### src/rtl/ntt_add_pkg.sv
// Shared definitions for the modular-add scheduler: datapath width and FSM states.
package ntt_add_pkg;

  localparam int WIDTH = 128;

  typedef enum logic [1:0] {
    ST_IDLE = 2'd0,
    ST_ADD  = 2'd1,
    ST_RED  = 2'd2,
    ST_OUT  = 2'd3
  } state_t;

endpackage

### src/rtl/CLA_Adder.sv
// Two-level carry-lookahead adder without carry-in.
// Bits are grouped in fours. Each group forms generate/propagate terms.
// Groups are gathered in fours into 16-bit super-groups, and the carry
// between super-groups ripples. WIDTH must be a multiple of 16.
module CLA_Adder #(
  parameter int WIDTH = 128
) (
  input  logic [WIDTH-1:0] A,
  input  logic [WIDTH-1:0] B,
  output logic [WIDTH-1:0] Sum,
  output logic             Cout
);

  localparam int NG = WIDTH / 4;
  localparam int NS = NG / 4;

  logic [WIDTH-1:0] g;
  logic [WIDTH-1:0] p;
  logic [WIDTH-1:0] c;
  logic [NG-1:0]    gg;
  logic [NG-1:0]    gp;
  logic [NG:0]      gc;

  assign g     = A & B;
  assign p     = A ^ B;
  assign gc[0] = 1'b0;

  // Per-group generate/propagate and in-group bit carries from the group carry-in.
  for (genvar j = 0; j < NG; j++) begin : g_grp
    localparam int BB = 4 * j;
    assign gg[j] = g[BB+3] | (p[BB+3] & g[BB+2]) | (p[BB+3] & p[BB+2] & g[BB+1])
                 | (p[BB+3] & p[BB+2] & p[BB+1] & g[BB]);
    assign gp[j] = &p[BB+3:BB];

    assign c[BB]   = gc[j];
    assign c[BB+1] = g[BB] | (p[BB] & gc[j]);
    assign c[BB+2] = g[BB+1] | (p[BB+1] & g[BB]) | (p[BB+1] & p[BB] & gc[j]);
    assign c[BB+3] = g[BB+2] | (p[BB+2] & g[BB+1]) | (p[BB+2] & p[BB+1] & g[BB])
                   | (p[BB+2] & p[BB+1] & p[BB] & gc[j]);
  end

  // Group carries inside each super-group are looked ahead from the super-group carry-in.
  for (genvar s = 0; s < NS; s++) begin : g_super
    localparam int X = 4 * s;
    logic sc;
    assign sc      = gc[X];
    assign gc[X+1] = gg[X] | (gp[X] & sc);
    assign gc[X+2] = gg[X+1] | (gp[X+1] & gg[X]) | (gp[X+1] & gp[X] & sc);
    assign gc[X+3] = gg[X+2] | (gp[X+2] & gg[X+1]) | (gp[X+2] & gp[X+1] & gg[X])
                   | (gp[X+2] & gp[X+1] & gp[X] & sc);
    assign gc[X+4] = gg[X+3] | (gp[X+3] & gg[X+2]) | (gp[X+3] & gp[X+2] & gg[X+1])
                   | (gp[X+3] & gp[X+2] & gp[X+1] & gg[X]) | ((&gp[X+3:X]) & sc);
  end

  assign Sum  = p ^ c;
  assign Cout = gc[NG];

endmodule

### src/rtl/mod_add_scheduler.sv
// Modular adder r = (a + b) mod q for two requesters, sharing one CLA.
// Each operation takes two adder passes: first the raw sum, then sum + (2^W - q).
// The reduced value is chosen from the two carries.
//
// Handshakes: a transfer happens on a rising edge where valid and ready are
// both high. A requester keeps valid and its operands stable until it sees
// ready, and never withdraws valid. The response side holds rsp_valid,
// rsp_id and rsp_data stable until rsp_ready is seen.
module mod_add_scheduler
  import ntt_add_pkg::*;
#(
  parameter int WIDTH = ntt_add_pkg::WIDTH
) (
  input  logic             clk,
  input  logic             rst,
  input  logic [1:0]       req_valid,
  output logic [1:0]       req_ready,
  input  logic [WIDTH-1:0] req_a0,
  input  logic [WIDTH-1:0] req_b0,
  input  logic [WIDTH-1:0] req_a1,
  input  logic [WIDTH-1:0] req_b1,
  input  logic [WIDTH-1:0] neg_q,
  output logic             rsp_valid,
  input  logic             rsp_ready,
  output logic             rsp_id,
  output logic [WIDTH-1:0] rsp_data,
  output logic             busy
);

  state_t state;
  state_t state_nxt;

  logic [WIDTH-1:0] a_q;
  logic [WIDTH-1:0] b_q;
  logic [WIDTH-1:0] nq_q;
  logic [WIDTH-1:0] s_q;
  logic [WIDTH-1:0] res_q;
  logic             cs_q;
  logic             id_q;
  logic             last_grant;

  logic             grant_id;
  logic             accept;
  logic [WIDTH-1:0] add_a;
  logic [WIDTH-1:0] add_b;
  logic [WIDTH-1:0] add_sum;
  logic             add_cout;

  // Round-robin pick: a lone requester wins; on a tie the one not granted last wins.
  always_comb begin
    grant_id = 1'b0;
    if (req_valid == 2'b11) grant_id = ~last_grant;
    else                    grant_id = req_valid[1];
  end

  assign req_ready[0] = (state == ST_IDLE) & req_valid[0] & ~grant_id;
  assign req_ready[1] = (state == ST_IDLE) & req_valid[1] &  grant_id;
  assign accept       = |req_ready;

  // The shared adder sees the operands in ADD and (s, neg_q) in RED.
  assign add_a = (state == ST_RED) ? s_q  : a_q;
  assign add_b = (state == ST_RED) ? nq_q : b_q;

  CLA_Adder #(.WIDTH(WIDTH)) u_cla (
    .A    (add_a),
    .B    (add_b),
    .Sum  (add_sum),
    .Cout (add_cout)
  );

  // State register.
  always_ff @(posedge clk or posedge rst) begin
    if (rst) state <= ST_IDLE;
    else     state <= state_nxt;
  end

  // Next-state: one cycle each in ADD and RED, then wait in OUT for the consumer.
  always_comb begin
    state_nxt = state;
    case (state)
      ST_IDLE: if (accept) state_nxt = ST_ADD;
      ST_ADD:  state_nxt = ST_RED;
      ST_RED:  state_nxt = ST_OUT;
      ST_OUT:  if (rsp_ready) state_nxt = ST_IDLE;
      default: state_nxt = ST_IDLE;
    endcase
  end

  // Operand capture on accept, first-pass sum in ADD, reduced result in RED.
  always_ff @(posedge clk or posedge rst) begin
    if (rst) begin
      a_q        <= '0;
      b_q        <= '0;
      nq_q       <= '0;
      s_q        <= '0;
      res_q      <= '0;
      cs_q       <= 1'b0;
      id_q       <= 1'b0;
      last_grant <= 1'b1;
    end else begin
      case (state)
        ST_IDLE: begin
          if (accept) begin
            a_q        <= grant_id ? req_a1 : req_a0;
            b_q        <= grant_id ? req_b1 : req_b0;
            nq_q       <= neg_q;
            id_q       <= grant_id;
            last_grant <= grant_id;
          end
        end
        ST_ADD: begin
          s_q  <= add_sum;
          cs_q <= add_cout;
        end
        ST_RED: begin
          // Either carry means the sum reached q, so the subtracted value is the answer.
          res_q <= (cs_q | add_cout) ? add_sum : s_q;
        end
        default: ;
      endcase
    end
  end

  assign rsp_valid = (state == ST_OUT);
  assign rsp_id    = id_q;
  assign rsp_data  = res_q;
  assign busy      = (state != ST_IDLE);

endmodule

### config.mk
export PLATFORM = sky130hd
export DESIGN_NAME = mod_add_scheduler
export DESIGN_NICKNAME = d
export VERILOG_FILES = /design/src/rtl/ntt_add_pkg.sv /design/src/rtl/CLA_Adder.sv /design/src/rtl/mod_add_scheduler.sv
export SDC_FILE = /design/constraint.sdc
export NUM_CORES = 2
export LEC_CHECK = 0
export ABC_AREA = 1
export CORE_AREA = 2 2 307 309
export DETAILED_ROUTE_END_ITERATION = 10
export DIE_AREA = 0 0 309 311
export HOLD_SLACK_MARGIN = 0.05
export PLACE_DENSITY = 0.67
export SLEW_MARGIN = 20
export SYNTH_ARGS = -nofsm -noshare
export SYNTH_HDL_FRONTEND = slang
export SYNTH_HIERARCHICAL = 1
export SYNTH_SLANG_ARGS = --single-unit
### constraint.sdc
create_clock -name clk -period 20.6 [get_ports clk]
set_clock_uncertainty 0.05 [all_clocks]
set_input_delay 2.06 -clock clk [delete_from_list [all_inputs] [get_ports clk]]
set_output_delay 2.06 -clock clk [all_outputs]
set_load 0.03 [all_outputs]
### Word-level counts from Yosys, hierarchy flattened

Index checks and enable logic that the tools add are counted.

* flip-flop bits (word level): 645
* input bits: 645

* eq/ne operators: 6
* muxes and demuxes: 9
* bitwise operators: 928
* reductions and logical operators: 43

Operators by type and width (number)
* $mux 128: 5
* $and 1x1->1: 561
* $or 1x1->1: 362
* $xor 128x128->128: 2
* $and 128x128->128: 1
* $reduce_and 4->1: 31
* $reduce_and 16->1: 7
* $pmux 2 s4: 1
* $eq 2x2->1 const B: 3
* $mux 2: 2
* $reduce_and 2->1: 2
* $eq 2x1->1 const B: 1
* $logic_not 2->1: 1
* $ne 2x1->1 const B: 1
* $ne 2x2->1 const B: 1
* $not 1->1: 2
* $reduce_bool 2->1: 1
* $reduce_or 2->1: 1
* $mux 1: 1

### Logic depth before layout (Yosys ltp)

* depth in word-level cells: 29
* mapped depth: 40

### By module

The synthesis kept the hierarchy.

Modules (own cells, without submodules)
* mod_add_scheduler: instances 1, cells an instance 4928, area an instance 33777.4 um^2
* CLA_Adder: instances 1, cells an instance 814, area an instance 5541.6 um^2

### Least setup slack after synthesis

OpenSTA, ideal clock, no wires.

* path kind: input-to-output
* from: input req_valid[1]
* to: output req_ready[0]
* arrival time: 3.087 ns
* required time: 18.490 ns
* path slack: 15.403 ns
* stages: 4
* path buffers: 3
* path through: buf_2 > buf_2 > buf_1 > a21oi_1

* word-level cells in the longest chain between the ends: 4

Ends and longest elaborated chain
* from (decl): RTL line mod_add_scheduler.sv:16 `input logic [1:0] req_valid,`
* $eq 2x2->1: RTL line mod_add_scheduler.sv:52 `if (req_valid == 2'b11) grant_id = ~last_grant;`
* $mux 1 (*): RTL line mod_add_scheduler.sv:52
* $not 1->1 (*): RTL line mod_add_scheduler.sv:56 `assign req_ready[0] = (state == ST_IDLE) & req_valid[0] & ~grant_id;`
* $and 1x1->1 (*): RTL line mod_add_scheduler.sv:56
* to (decl): RTL line mod_add_scheduler.sv:17 `output logic [1:0] req_ready,`

Every way passes the cells marked *; elsewhere a longest branch is shown, timed or not.

### Final worst setup path

* from: register state[0]
* to: register res_q[3], in the netlist rsp_data[3]

RTL lines
* from (decl): RTL line mod_add_scheduler.sv:30 `state_t state;`
* from (signal assigned): RTL line mod_add_scheduler.sv:74 `else state <= state_nxt;`
* $eq 2x2->1 (*): RTL line mod_add_scheduler.sv:61 `assign add_a = (state == ST_RED) ? s_q : a_q;`
* $mux 128 (*): RTL line mod_add_scheduler.sv:61
* named net add_a[92]: RTL line mod_add_scheduler.sv:44 `logic [WIDTH-1:0] add_a;`
* $xor 128x128->128 / $and 128x128->128 (equally long branches): RTL line CLA_Adder.sv:25, CLA_Adder.sv:24
* $reduce_and 4->1 / $and 1x1->1 (equally long branches): RTL line CLA_Adder.sv:33, CLA_Adder.sv:32
* $and 1x1->1 (tied with other cells): RTL line CLA_Adder.sv:51 `assign gc[X+4] = gg[X+3] | (gp[X+3] & gg[X+2]) | (gp[X+3] & gp[X+2] & gg[X+1])`
* $or 1x1->1 (tied with other cells): RTL line CLA_Adder.sv:51
* $or 1x1->1 / $and 1x1->1 (equally long branches): RTL line CLA_Adder.sv:51, CLA_Adder.sv:52
* $or 1x1->1: RTL line CLA_Adder.sv:52 `| (gp[X+3] & gp[X+2] & gp[X+1] & gg[X]) | ((&gp[X+3:X]) & sc);`
* $or 1x1->1 (*): RTL line CLA_Adder.sv:52
* $and 1x1->1 (*): RTL line CLA_Adder.sv:52
* $or 1x1->1 (*): RTL line CLA_Adder.sv:52
* $and 1x1->1 (*): RTL line CLA_Adder.sv:52
* $or 1x1->1 (*): RTL line CLA_Adder.sv:52
* named net add_cout: RTL line mod_add_scheduler.sv:47 `logic add_cout;`
* $or 1x1->1 (*): RTL line mod_add_scheduler.sv:117 `res_q <= (cs_q | add_cout) ? add_sum : s_q;`
* $mux 128 (*): RTL line mod_add_scheduler.sv:117
* to (signal assigned): RTL line mod_add_scheduler.sv:117
* to (decl): RTL line mod_add_scheduler.sv:37 `logic [WIDTH-1:0] res_q;`

The timed path passes the listed nets; every way through them passes the cells marked *.
A chain may end at the register's enable or synchronous reset.

==> metrics.md <==
| Metric | Value |
|---|---|
| Synth Instances | `5742` |
| Setup TNS Final | `0 ns` |
| Pwr/cell area | `193.8 mW/mm2` |
| First-pass GRT wire length | `199300 um` |
| Fin nets | `7127` |
| Top Metal Used | `met5` |
| Worst relative slew slack | `26.05%` |
| R2R Path Start | `state[0]` |
| Area delta synth->final | `27.24%` |
| Core Box Area | `0.09277 mm2` |
| WP data required | `21.04 ns` |
| Post-CTS sizing | `0` |
| Internal power | `4812 uW` |
| FF+latch count, synth | `645` |
| Met1 WL | `56410 um` |
| Worst min path class | `flip-flop to flip-flop` |
| Reg2Reg Capture Point | `rsp_data[3]` |
| Die Area | `0.09610 mm2` |
| Max rail drop VDD | `0.0001105 V` |
| CP Launch Type | `flip-flop` |
| Period utilization | `39.81%` |
| Clk root buf | `clkbuf_16` |
| CTS tree | `built` |
| # DRC | `0` |
| Seq pwr share | `23.4%` |
| Post-synth top area share | `40.99%` |
| IO buf count | `777` |
| Layout cells sized above 1 | `3.109%` |
| Clk_lat worst skew | `0.62 ns` |
| Reg2Reg Depth | `26` |
| CP startpoint | `state[0]` |
| Min-delay src | `nq_q[48]` |
| Syn_nets | `6552` |
| Leakage | `0.02759 uW` |
| Dpl ws | `12.49 ns` |
| Die Ht | `311 um` |
| Io pins | `778` |
| Syn Area/Cell | `6.848 um2` |
| Slew Limit Fails | `0` |
| Most common cell after layout, fill and taps aside | `nand2_1` |
| Clock power share | `13.8%` |
| Largest net degree at the start of global routing | `238` |
| FF-to-FF setup slack | `12.40 ns` |
| Dominant cells by area after synthesis | `dfrtp_1 (41%), nand2_1 (23%), nand3_1 (8.8%), inv_1 (8.7%), o21ai_0 (4.4%)` |
| RePlAce Congestion | `0.9000` |
| Max Cap Violations | `0` |
| Worst Path Arrival | `8.64 ns` |
| Vias in the first global route | `35010` |
| CP max FO | `170` |
| RSZ-0062 raised after global routing | `false` |
| Post-synthesis sequential area ratio | `41.05%` |
| Post-CTS setup buffer count | `0` |
| Initial DRC Count | `2798` |
| Slew @ Worst Pin | `1.109 ns` |
| Maximum root-to-sink buffer count | `3` |
| Max frequency | `121.9 MHz` |
| DR pass1 iterations | `6` |
| Number of synthesized flops with an enable pin | `0` |
| Via density | `4.870` |
| Switch Pwr | `4886 uW` |
| CP Capture Type | `flip-flop` |
| Synth warn | `6` |
| Drt total wl | `127700 um` |
| Most frequent cells in the layout | `nand2_1 (2368), inv_1 (914), clkdlybuf4s50_1 (776)` |
| Routed wl met2 | `60700 um` |
| Comb pwr share | `62.8%` |
| Mapped Area | `0.03932 mm2` |
| Fin worst setup slack | `12.40 ns` |
| CP peak stage delay | `0.87 ns` |
| WS Path Type | `flip-flop to flip-flop` |
| Final antenna-violating net count | `0` |
| Vias | `37150` |
| Post-layout util | `53.93%` |
| Row Count | `112` |
| Min cycle time layout | `8.201 ns` |
| Final hold vios | `0` |
| Synth cell types | `38` |
| Multi-input logic area | `0.01833 mm2` |
| Initial core utilization | `42.38%` |
| Hold_buf cts | `0` |
| Fill cell count | `9132` |
| Sink Count | `645` |
| Total track usage | `26.18%` |
| Initial antenna violation count | `9` |
| Placed insts | `7493` |
| Setup violations, final | `0` |
| Slowest stage cell on the critical path | `buf_4` |
| Switching Share | `50.38%` |
| Detailed-placement wirelength estimate | `91350 um` |
| Overflow left after global routing | `0` |
| CP endpoint | `rsp_data[3]` |
| Ys async rst share | `100.0%` |
| Final Non-Filler Cells | `7629` |
| Routed len/inst | `16.74 um` |
| Main flop type after synthesis | `dfrtp_1` |
| CTS Buf Count | `75` |
| Register area | `0.01614 mm2` |
| Depth of the CTS H-tree | `3` |
| DR WL met3 | `7180 um` |
| Worst hold margin | `0.4191 ns` |
| Status | `finished, final reports clean` |
| Synth area leader | `dfrtp_1` |
| Clock transition at the registers of the reported paths | `0.06 ns` |
| Die Wd | `309 um` |
worst min-delay path by stage:
stage	end	slack (ns)	depth (start not counted)
6_report	nq_q[48]	0.42	2
5_1_grt	nq_q[62]	0.43	2
4_1_cts	nq_q[110]	0.42	2
3_5_place_dp	nq_q[110]	0.41	2
3_3_place_gp	nq_q[40]	0.40	2
2_1_floorplan	nq_q[100]	0.39	2
synthesized netlist by cell type, types with 3 or more instances:
master,count
nand2_1,2370
inv_1,916
nand3_1,691
dfrtp_1,644
o21ai_0,343
buf_2,169
ha_1,133
clkbuf_1,101
a21oi_1,83
xor2_1,65
nor2_1,54
fa_1,32
nand2_2,24
buf_1,20
buf_4,20
xnor2_1,14
nand4_1,8
o21bai_1,8
nand2_4,7
nor3_1,7
a21o_1,4
a31oi_1,3
nor4_1,3
o21ai_1,3
cell families after synthesis:
group / count (synthesis) / share of synthesized area [%]
flops: 645 / 41.05
buf+inv: 1229 / 12.48
fa+ha+maj: 165 / 5.862
compound gates: 451 / 5.893
xor+xnor: 79 / 1.760
simple gates: 3173 / 32.95
through the flow:
stage                     total power, uW  cell area [um2]
after CTS                            9741            49990
after floorplan                      6664            39320
after detailed placement             8349            47570
after global routing                10690            50030
after global placement               8230            47570
final                                9698            50030
layout make-up:
cell class / count / area share (%)
inverters: 918 / 6.938
well taps: 1254 / 3.136
diodes: 6 / 0.03001
clock inverters: 29 / 0.6152
multi-input cells: 3868 / 36.64
clock buffers: 100 / 4.224
repair buffers: 809 / 16.15
flip-flops and latches: 645 / 32.26
critical path, delay by kind of cell, from the launching register on:
kind / cells / cell delay [ns]
fa+ha+maj: 2 / 0.80
buf+inv: 7 / 4.33
flops: 1 / 0.44
compound gates: 1 / 0.32
simple gates: 16 / 1.76
power by group through the flow:
| stage | logic (uW) | registers [uW] | clock network (uW) |
|---|---|---|---|
| after detailed placement | 6070 | 2280 | 0 |
| after global placement | 5950 | 2280 | 0 |
| after CTS | 6110 | 2270 | 1360 |
| after floorplan | 4250 | 2410 | 0 |
| final | 6090 | 2270 | 1330 |
| after global routing | 6940 | 2340 | 1410 |
sequential cells by signal, indices dropped and copies added, names as in the netlist:
name / cells
s_q: 128
b_q: 128
last_grant: 1
a_q: 128
state: 2
nq_q: 128
cs_q: 1
rsp_id: 1
rsp_data: 128
layer usage:
metal / vias up / GRT usage (%)
met1: 17380 / 35.78
li1: 18650 / -
met3: 158 / 3.569
met5: - / 0
met2: 963 / 43.29
met4: 4 / 7.348
(Power assumes the default switching activity.)
